## src/rtl/byte_packer_pkg.sv

```systemverilog
// Shared types and constants for the byte-to-word packer.
package byte_packer_pkg;

  localparam int WORD_W = 16;
  localparam int BYTE_W = 8;

  localparam logic [BYTE_W-1:0] PAD_BYTE = 8'h00;

  typedef enum logic {
    ST_EMPTY,
    ST_HALF
  } state_t;

  typedef struct packed {
    logic              partial;
    logic [WORD_W-1:0] word;
  } fifo_entry_t;

endpackage

```

## src/rtl/byte_packer_if.sv

```systemverilog
// Byte-in / word-out handshake bundle; slave is the packer, master the surrounding logic.
interface byte_packer_if;
  import byte_packer_pkg::*;

  logic [BYTE_W-1:0] byte_in;
  logic              byte_valid;
  logic              byte_ready;
  logic              inv;
  logic              flush;
  logic [WORD_W-1:0] word_out;
  logic              word_partial;
  logic              word_valid;
  logic              word_ready;

  modport slave (
    input  byte_in, byte_valid, inv, flush, word_ready,
    output byte_ready, word_out, word_partial, word_valid
  );

  modport master (
    output byte_in, byte_valid, inv, flush, word_ready,
    input  byte_ready, word_out, word_partial, word_valid
  );

endinterface

```

## src/rtl/byte_packer_fifo.sv

```systemverilog
// Synchronous FIFO, DEPTH entries of WIDTH bits; head reads as zero while empty.
module byte_packer_fifo #(
  parameter int DEPTH = 4,
  parameter int WIDTH = 17
) (
  input  logic                   clk,
  input  logic                   rest_n,
  input  logic                   i_push,
  input  logic [WIDTH-1:0]       i_data,
  input  logic                   i_pop,
  output logic [WIDTH-1:0]       o_data,
  output logic                   o_full,
  output logic                   o_empty,
  output logic [$clog2(DEPTH):0] o_count
);
  localparam int PTR_W = $clog2(DEPTH);
  localparam int CNT_W = PTR_W + 1;

  logic [WIDTH-1:0] r_mem [DEPTH];
  logic [PTR_W-1:0] r_wr_ptr;
  logic [PTR_W-1:0] r_rd_ptr;
  logic [CNT_W-1:0] r_count;
  logic             w_do_push;
  logic             w_do_pop;

  assign o_full    = (r_count == CNT_W'(DEPTH));
  assign o_empty   = (r_count == '0);
  assign o_count   = r_count;
  assign w_do_push = i_push && !o_full;
  assign w_do_pop  = i_pop && !o_empty;

  // NOTE: storage is left unreset; the empty flag masks the head, so stale words never leak out.
  always_ff @(posedge clk) begin
    if (w_do_push) r_mem[r_wr_ptr] <= i_data;
  end

  always_ff @(posedge clk or negedge rest_n) begin
    if (!rest_n) begin
      r_wr_ptr <= '0;
      r_rd_ptr <= '0;
      r_count  <= '0;
    end else begin
      if (w_do_push) r_wr_ptr <= r_wr_ptr + 1'b1;
      if (w_do_pop)  r_rd_ptr <= r_rd_ptr + 1'b1;
      case ({w_do_push, w_do_pop})
        2'b10:   r_count <= r_count + 1'b1;
        2'b01:   r_count <= r_count - 1'b1;
        default: r_count <= r_count;
      endcase
    end
  end

  assign o_data = o_empty ? '0 : r_mem[r_rd_ptr];

endmodule

```

## src/rtl/byte_packer.sv

```systemverilog
// Pairs bytes into 16-bit words (byte order chosen at the first byte) and queues them.
module byte_packer
  import byte_packer_pkg::*;
#(
  parameter int DEPTH = 4
) (
  input  logic          clk,
  input  logic          rest_n,
  byte_packer_if.slave  bus
);
  localparam int CNT_W = $clog2(DEPTH) + 1;

  state_t            r_state;
  logic [BYTE_W-1:0] r_hold;
  logic              r_inv_q;

  logic [CNT_W-1:0]  w_count;
  logic              w_full;
  logic              w_empty;
  logic              w_accept;
  logic              w_push;
  logic              w_pop;
  logic [BYTE_W-1:0] w_second;
  fifo_entry_t       w_push_entry;
  fifo_entry_t       w_head;

  // Refusing a first byte when full guarantees its partner always finds a slot.
  assign bus.byte_ready = !bus.flush && (w_count < CNT_W'(DEPTH));
  assign w_accept       = bus.byte_valid && bus.byte_ready;
  assign w_pop          = !w_empty && bus.word_ready;

  // NOTE: every always_comb output gets a value on every path, so no latch can be inferred.
  always_comb begin
    w_second             = w_accept ? bus.byte_in : PAD_BYTE;
    w_push               = (r_state == ST_HALF) && (w_accept || (bus.flush && !w_full));
    w_push_entry.partial = !w_accept;
    w_push_entry.word    = r_inv_q ? {w_second, r_hold} : {r_hold, w_second};
  end

  // NOTE: sequential state uses non-blocking assignments so all registers update from pre-edge values.
  always_ff @(posedge clk or negedge rest_n) begin
    if (!rest_n) begin
      r_state <= ST_EMPTY;
      r_hold  <= '0;
      r_inv_q <= 1'b0;
    end else begin
      case (r_state)
        ST_EMPTY: begin
          if (w_accept) begin
            r_hold  <= bus.byte_in;
            r_inv_q <= bus.inv;
            r_state <= ST_HALF;
          end
        end
        ST_HALF: begin
          if (w_push) r_state <= ST_EMPTY;
        end
        default: r_state <= ST_EMPTY;
      endcase
    end
  end

  byte_packer_fifo #(
    .DEPTH (DEPTH),
    .WIDTH ($bits(fifo_entry_t))
  ) u_fifo (
    .clk     (clk),
    .rest_n  (rest_n),
    .i_push  (w_push),
    .i_data  (w_push_entry),
    .i_pop   (w_pop),
    .o_data  (w_head),
    .o_full  (w_full),
    .o_empty (w_empty),
    .o_count (w_count)
  );

  assign bus.word_out     = w_head.word;
  assign bus.word_partial = w_head.partial;
  assign bus.word_valid   = !w_empty;

endmodule

```

## src/flat_wrapper.sv

```systemverilog
// flat-port wrapper written by rule: the top's interface ports become plain ports
module byte_packer_flat import byte_packer_pkg::*;
#(
  parameter int DEPTH = 4
)
  (clk, rest_n, bus_byte_in, bus_byte_valid, bus_inv, bus_flush, bus_word_ready, bus_byte_ready, bus_word_out, bus_word_partial, bus_word_valid);
  byte_packer_if bus_i ();
  input  logic clk;
  input  logic rest_n;
  input wire logic [$bits(bus_i.byte_in)-1:0] bus_byte_in;
  input wire logic [$bits(bus_i.byte_valid)-1:0] bus_byte_valid;
  input wire logic [$bits(bus_i.inv)-1:0] bus_inv;
  input wire logic [$bits(bus_i.flush)-1:0] bus_flush;
  input wire logic [$bits(bus_i.word_ready)-1:0] bus_word_ready;
  output wire logic [$bits(bus_i.byte_ready)-1:0] bus_byte_ready;
  output wire logic [$bits(bus_i.word_out)-1:0] bus_word_out;
  output wire logic [$bits(bus_i.word_partial)-1:0] bus_word_partial;
  output wire logic [$bits(bus_i.word_valid)-1:0] bus_word_valid;
  assign bus_i.byte_in = bus_byte_in;
  assign bus_i.byte_valid = bus_byte_valid;
  assign bus_i.inv = bus_inv;
  assign bus_i.flush = bus_flush;
  assign bus_i.word_ready = bus_word_ready;
  assign bus_byte_ready = bus_i.byte_ready;
  assign bus_word_out = bus_i.word_out;
  assign bus_word_partial = bus_i.word_partial;
  assign bus_word_valid = bus_i.word_valid;
  byte_packer #(.DEPTH(DEPTH)) u_core (.clk(clk), .rest_n(rest_n), .bus(bus_i));
endmodule
```

## config.mk

```make
export PLATFORM = sky130hd
export DESIGN_NAME = byte_packer_flat
export DESIGN_NICKNAME = d
export VERILOG_FILES = /design/src/rtl/byte_packer_pkg.sv /design/src/rtl/byte_packer_if.sv /design/src/rtl/byte_packer_fifo.sv /design/src/rtl/byte_packer.sv /design/src/flat_wrapper.sv
export SDC_FILE = /design/constraint.sdc
export NUM_CORES = 1
export LEC_CHECK = 0
export ABC_AREA = 1
export CAP_MARGIN = 10
export CORE_AREA = 10 10 75 125
export DETAILED_ROUTE_END_ITERATION = 6
export DIE_AREA = 0 0 85 135
export PLACE_DENSITY_LB_ADDON = 0.1
export SYNTH_ARGS = -nofsm -noshare
export SYNTH_HDL_FRONTEND = slang
export SYNTH_SLANG_ARGS = --single-unit
```

## constraint.sdc

```tcl
create_clock -name clk -period 3 [get_ports clk]
set_input_delay 0.6 -clock clk [delete_from_list [all_inputs] [get_ports clk]]
set_output_delay 0.6 -clock clk [all_outputs]
set_load 0.03 [all_outputs]
```

==> results of run 1 <==
through the flow:
step                hold WS, ns  cells  instance area, um^2  setup slack, ns  util (%)
floorplan                0.3044    348                 3769           0.6736         -
global placement         0.4647    461                 4153           0.3014     57.41
detailed placement       0.4685    461                 4153           0.2547     57.41
CTS                      0.4824    477                 4451          0.06712     61.53
global route             0.5057    477                 4466          0.01489     61.74
finish                   0.4803    477                 4466           0.1610     61.74
cell families after synthesis:
kind of cell / Yosys count
and+or+nand+nor: 129
DFF: 85
AOI/OAI and AO/OA: 80
buffers and inverters: 46
adders and majority gates: 6
xor gates and xnor gates: 2
sequential cells by signal (all words and copies together) (netlist names):
signal / flops
u_core.u_fifo.o_count: 3
u_core.r_hold: 8
u_core.u_fifo.r_wr_ptr: 2
u_core.r_state: 1
u_core.r_inv_q: 1
u_core.u_fifo.r_mem: 68
u_core.u_fifo.r_rd_ptr: 2
routing by layer:
layer / up-vias / share of wire (%)
li1: 1239 / -
met1: 1210 / 40
met2: 51 / 53
met3: 20 / 3.7
met4: 0 / 3.5
met5: - / 0
how the worst max path moves through the flow:
stage	startpoint	end
after floorplan	bus_flush	u_core.u_fifo.r_mem[0][0]$_DFFE_PP_
after global placement	bus_flush	u_core.u_fifo.o_count[2]$_DFFE_PN0P_
after detailed placement	bus_flush	u_core.u_fifo.o_count[2]$_DFFE_PN0P_
after CTS	u_core.u_fifo.r_rd_ptr[0]$_DFFE_PN0P_	bus_word_out[15]
after global routing	u_core.u_fifo.r_rd_ptr[0]$_DFFE_PN0P_	bus_word_partial
final	u_core.u_fifo.r_rd_ptr[1]$_DFFE_PN0P_	bus_word_partial
synth_stat cells:
cell and count:
nor2_1 85, edfxtp_1 68, o21ai_0 48, nand2_1 35
inv_1 29, a21oi_1 18, dfrtp_1 17, o21ai_2 8
buf_6 6, ha_1 5, o21ai_1 5, buf_2 3
buf_4 2, clkbuf_2 2, inv_4 2, nand2_2 2
nand2_4 2, nand3_1 2, a21oi_2 1, clkbuf_1 1
fa_1 1, inv_2 1, nand3_4 1, nor2_4 1
or2_2 1, xnor2_1 1, xor2_1 1
power by group:
part,leakage (nW),total [mW],switching (mW),internal (mW)
Clock,0.144,1.09,0.403,0.691
Sequential,0.831,1.70,0.121,1.58
Combinational,0.794,2.11,1.38,0.730
area by class of cell:
cell class | count | area share, %
Clock buffer | 15 | 5.996
Timing Repair Buffer | 41 | 9.022
Multi-Input combinational cell | 217 | 23.84
Inverter | 32 | 2.802
Sequential cell | 85 | 55.25
Clock inverter | 1 | 0.6725
Tap cell | 86 | 2.410
timing repair:
item	4_1_cts	5_1_grt
resized for setup	0	6
setup buffers	0	0
endpoints found under the setup margin	0	6
critical path, delay by kind of cell (launching register included):
family / cells / cell delay (ns)
AOI/OAI and AO/OA: 2 / 0.31
and+or+nand+nor: 1 / 0.10
buffers and inverters: 2 / 0.98
DFF: 1 / 0.50
==> metrics.md, run 1 <==
| Metric | Value |
|---|---|
| Status | completed |
| Most frequent cells in the layout | nor2_1 (85), edfxtp_1 (68), o21ai_0 (48) |
| CTS root buf | clkbuf_16 |
| Fill cells | 607 |
| Yosys top cell area share | 54.18% |
| Starting DRT DRC Count | 193 |
| TritonRoute pass-1 iters | 4 |
| Met3 Use GR | 3.253% |
| Critical Path Max Stage Delay | 0.72 ns |
| Worst path arrival time | 2.24 ns |
| Area contributors post-synth | edfxtp_1 (54%), dfrtp_1 (11%), nor2_1 (8.5%) |
| Initial antenna violation count | 0 |
| Synth Area in Compound Gates | 11.52% |
| M2 GR Usage | 26.25% |
| Reg2Reg Setup Slack | 0.87 ns |
| Final Hold Fails | 0 |
| Max-slew violations | 0 |
| Mux contribution to synthesized area | 0% |
| Crit path max fanout | 12 |
| Vias | 2520 |
| Max Clock Skew | 0.002860 ns |
| Most Crowded Layer GR | met2 |
| Hold Crit Start | u_core.r_hold[1]$_DFFE_PN0P_ |
| Seq. cell area | 2467 um^2 |
| Min-Delay Path Depth | 2 |
| WHS Endpoint | u_core.r_hold[1]$_DFFE_PN0P_ |
| Die width | 85 um |
| Std-Cell Core Area | 7233 um^2 |
| Power, Total | 4.909 mW |
| Placed wire-length estimate | 5.247 mm |
| Yosys top cell by area | edfxtp_1 |
| Vias in the first global route | 2680 |
| Die area | 11480 um^2 |
| Routed Antenna Nets | 0 |
| Crit path cell chain | buf_4, nor2_1, o21ai_0, a21oi_1, clkdlybuf4s50_1 |
| Area grow syn2layout | 18.49% |
| Drt wl/cell | 16.80 um |
| Main combinational cell family by area after synthesis | simple AND/OR/NAND/NOR gates |
| R2r startpoint | u_core.u_fifo.o_count[0]$_DFFE_PN0P_ |
| Worst-Skew Late Latency | 0.34 ns |
| CP Class | register to primary output |
| Post-Syn Area | 3769 um^2 |
| Fin crit period | 2.839 ns |
| Max-cap viol count | 0 |
| Area of the multi-input gates | 1065 um^2 |
| Synth unique cells | 27 |
| Post-Route WL | 8.015 mm |
| GRT Total Usage | 14.97% |
| IO buf count | 32 |
| Worst-Margin Slew | 0.8211 ns |
| Most common cell after layout, fill and taps aside | nor2_1 |
| Critical Path Source Type | register |
| Post-Synth Adder-Cell Area | 2.191% |
| Layout cells sized above 1 | 10.23% |
| Worst VDD drop | 0.6161 mV |
| Vias/cell | 5.283 |
| Largest net degree at the start of global routing | 37 |
| M1 GR Usage | 15.57% |
| Hold-fix buffers, CTS | 0 |
| Overflow after GRT | 0 |
| Rel. slew slack | 45.09% |
| XOR/XNOR share of the synthesized area | 0.4648% |
| Total CTS buffers | 9 |
| Synth Area in Simple Gates | 14.08% |
| Synth Instances | 348 |
| RSZ-0062 raised after global routing | false |
| Tightest Hold Check Type | register to register |
| Slowest CP cell | clkdlybuf4s50_1 |
| Crit end category | primary output |
| Std cell rows | 41 |
| Setup tns final | 0 ns |
| Warnings, synthesis | 0 |
| Leak pwr | 1.769 nW |
| Tcrit/Tclk final | 94.63% |
| Final setup fails | 0 |
| Die H | 135 um |
| CP required | 2.40 ns |
| Clock transition at path regs | 0.06 ns |
| CTS tree | yes |
| Gp weighted congestion | 0.8142 |
| Yosys reg bits | 85 |
| Clk buf depth | 2 |
| Clk sinks | 85 |
| Starting Density | 52.10% |
| Post-Syn Nets | 368 |
| R2R cell count | 11 |
| DRC | 0 |
| Seq/Total Area, Yosys | 65.47% |
| Fmax achieved | 352.2 MHz |
| RR Endpoint | u_core.u_fifo.o_count[2]$_DFFE_PN0P_ |
| I/O pin count | 33 |
| First-pass GRT wire length | 13.28 mm |
| Average size of a mapped cell | 10.83 um^2 |
| Final nets | 406 |
| Power per cell area | 1099 nW/um^2 |
| Antenna diodes | 0 |
| H-tree levels | 3 |
(Power assumes the default switching activity.)
==> run 2, diff against run 1 <==
==> constraint.sdc (replaced) <==
create_clock -name clk -period 3.17 [get_ports clk]
set_input_delay 0.634 -clock clk [delete_from_list [all_inputs] [get_ports clk]]
set_output_delay 0.634 -clock clk [all_outputs]
set_load 0.03 [all_outputs]
==> metrics.md, run 2 (synthesis gave the netlist of run 1 again) <==
| Metric | Value |
|---|---|
| Status | completed (unchanged) |
| Worst path arrival time | 2.26 ns (was 2.24 ns) |
| Fin crit period | 2.896 ns |
| Antenna diodes | 0 (unchanged) |
| Crit end category | primary output (unchanged) |
| Routed Antenna Nets | 0 (unchanged) |
| Std cell rows | 41 (unchanged) |
| Worst-Margin Slew | 0.8055 ns (was 0.8211 ns) |
| Power, Total | 5.027 mW (was 4.909 mW) |
| Final Util | 63.00% (was 61.74%) |
| Design Area, Final | 4557 um^2 (was 4466 um^2) |
| IO buf count | 32 (unchanged) |
| Worst hold slack | 0.4809 ns (was 0.4803 ns) |
| Dpl cell area | 4145 um^2 (was 4153 um^2) |
| Std-Cell Core Area | 7233 um^2 (unchanged) |
| Clock transition at path regs | 0.06 ns (about the same) |
| Final Hold Fails | 0 (unchanged) |
| Die area | 11480 um^2 (unchanged) |
| H-tree levels | 3 (unchanged) |
| Overflow after GRT | 0 (unchanged) |
| Power per cell area | 1103 nW/um^2 (was 1099 nW/um^2) |
| Hold Crit Start | u_core.r_hold[1]$_DFFE_PN0P_ (unchanged) |
| CTS root buf | clkbuf_16 (unchanged) |
| Post-Route WL | 8.000 mm (was 8.015 mm) |
| Final setup fails | 0 (unchanged) |
| DRC | 0 (unchanged) |
| RSZ-0062 raised after global routing | false (unchanged) |
| Gp weighted congestion | 0.8164 (was 0.8142) |
| Tcrit/Tclk final | 91.37% |
| CTS tree | yes (unchanged) |
| RR Endpoint | u_core.u_fifo.o_count[2]$_DFFE_PN0P_ (unchanged) |
| Clk sinks | 85 (unchanged) |
| Area grow syn2layout | 20.92% (was 18.49%) |
| Setup tns final | 0 ns (unchanged) |
| Placed wire-length estimate | 5.217 mm (was 5.247 mm) |
| CP Class | register to primary output (unchanged) |
| Total CTS buffers | 9 (unchanged) |
| Max reg flops | 68 (unchanged) |
| Setup bufs post-CTS | 0 (unchanged) |
| Largest net degree at the start of global routing | 37 (unchanged) |
| Worst VDD drop | 0.6348 mV (was 0.6161 mV) |
| Critical Path Source Type | register (unchanged) |
| First-pass GRT wire length | 13.01 mm (was 13.28 mm) |
| Starting Density | 52.10% (unchanged) |
| Final nets | 405 (was 406) |
| Crit path max fanout | 16 (was 12) |
| Rel. slew slack | 46.13% (was 45.09%) |
| Biggest register | u_core.u_fifo.r_mem (unchanged) |
| Vias | 2538 (was 2520) |
| Starting DRT DRC Count | 293 (was 193) |
| R2R cell count | 11 (unchanged) |
| Tightest Hold Check Type | register to register (unchanged) |
| Leak pwr | 1.753 nW (was 1.769 nW) |
| Most common cell after layout, fill and taps aside | nor2_1 (unchanged) |
| WHS Endpoint | u_core.r_hold[1]$_DFFE_PN0P_ (unchanged) |
| Most frequent cells in the layout | nor2_1 (85), edfxtp_1 (68), o21ai_0 (48) (unchanged) |
| TritonRoute pass-1 iters | 4 (unchanged) |
| Fmax achieved | 345.2 MHz |
| Drt wl/cell | 16.81 um (was 16.80 um) |
| Vias/cell | 5.332 (was 5.283) |
| Worst-Skew Late Latency | 0.33 ns (was 0.34 ns) |
| Initial antenna violation count | 0 (unchanged) |
| Vias in the first global route | 2562 (was 2680) |
| Die H | 135 um (unchanged) |
| Max-cap viol count | 0 (unchanged) |
| I/O pin count | 33 (unchanged) |
| Max-slew violations | 0 (unchanged) |
| Die width | 85 um (unchanged) |
| Min-Delay Path Depth | 2 (unchanged) |
| GRT Total Usage | 14.65% (was 14.97%) |
| CP required | 2.54 ns (was 2.40 ns) |
| Clk buf depth | 2 (unchanged) |
| R2r startpoint | u_core.u_fifo.o_count[0]$_DFFE_PN0P_ (unchanged) |
| Layout cells sized above 1 | 11.28% (was 10.23%) |
| Reg2Reg Setup Slack | 1.05 ns (was 0.87 ns) |
| Max Clock Skew | 0.006198 ns (was 0.002860 ns) |
run 2: cell count changes in the layout (fill, tap and decap cells not counted), sizes merged:
cell and delta:
clkbuf -6, clkdlybuf4s50 +6, dlymetal6s2s -6, bufinv +5
buf -1, clkinv +1
run 2: area by class of cell:
type | count | area, um^2
Tap cell | 86 | 107.6
Clock inverter | 7 | 185.2
Sequential cell | 85 | 2469
Timing Repair Buffer | 40 | 380.4
Inverter | 32 | 125.1
Multi-Input combinational cell | 217 | 1065
Clock buffer | 9 | 225.2
Fill cell | 574 | 2676
run 2: through the flow:
step | cells | setup slack (ns)
2_1_floorplan | 348 | 0.8096
3_3_place_gp | 460 | 0.4443
3_5_place_dp | 460 | 0.3975
4_1_cts | 476 | 0.1263
5_1_grt | 476 | 0.03580
6_report | 476 | 0.2735
run 2: what timing repair did:
action                                  4_1_cts  5_1_grt
gates resized for setup                       0        1
hold buffers                                  0        0
endpoints found under the setup margin        0        3
hold endpoints to repair                      0        0
run 2: how the worst max path moves through the flow:
| stage | from | depth (start not counted) | end |
|---|---|---|---|
| after floorplan | bus_flush | 5 | u_core.u_fifo.r_mem[0][0]$_DFFE_PP_ |
| after global placement | bus_flush | 11 | u_core.u_fifo.o_count[2]$_DFFE_PN0P_ |
| after detailed placement | bus_flush | 11 | u_core.u_fifo.o_count[2]$_DFFE_PN0P_ |
| after CTS | u_core.u_fifo.r_rd_ptr[0]$_DFFE_PN0P_ | 6 | bus_word_out[15] |
| after global routing | u_core.u_fifo.r_rd_ptr[0]$_DFFE_PN0P_ | 6 | bus_word_out[15] |
| final | u_core.u_fifo.r_rd_ptr[0]$_DFFE_PN0P_ | 6 | bus_word_out[15] |
run 2: worst max-delay path, stage by stage (launching register included):
cell	delay [ns]
dfrtp_2	0.49
buf_4	0.27
nor2_1	0.06
nor2_1	0.08
o21ai_0	0.08
a21oi_1	0.23
clkdlybuf4s50_1	0.71
run 2: routing by layer:
layer,global-route usage [%],up-vias,wire (um)
li1,-,1240,-
met1,15.80,1231,3210
met2,25.21,56,4242
met3,3.916,11,364
met4,7.813,0,183
met5,0,-,0
run 2: power by group:
part | internal [mW] | switching [mW] | total [mW]
Clock | 1.01 | 0.403 | 1.41
Sequential | 1.50 | 0.147 | 1.65
Combinational | 0.694 | 1.28 | 1.97
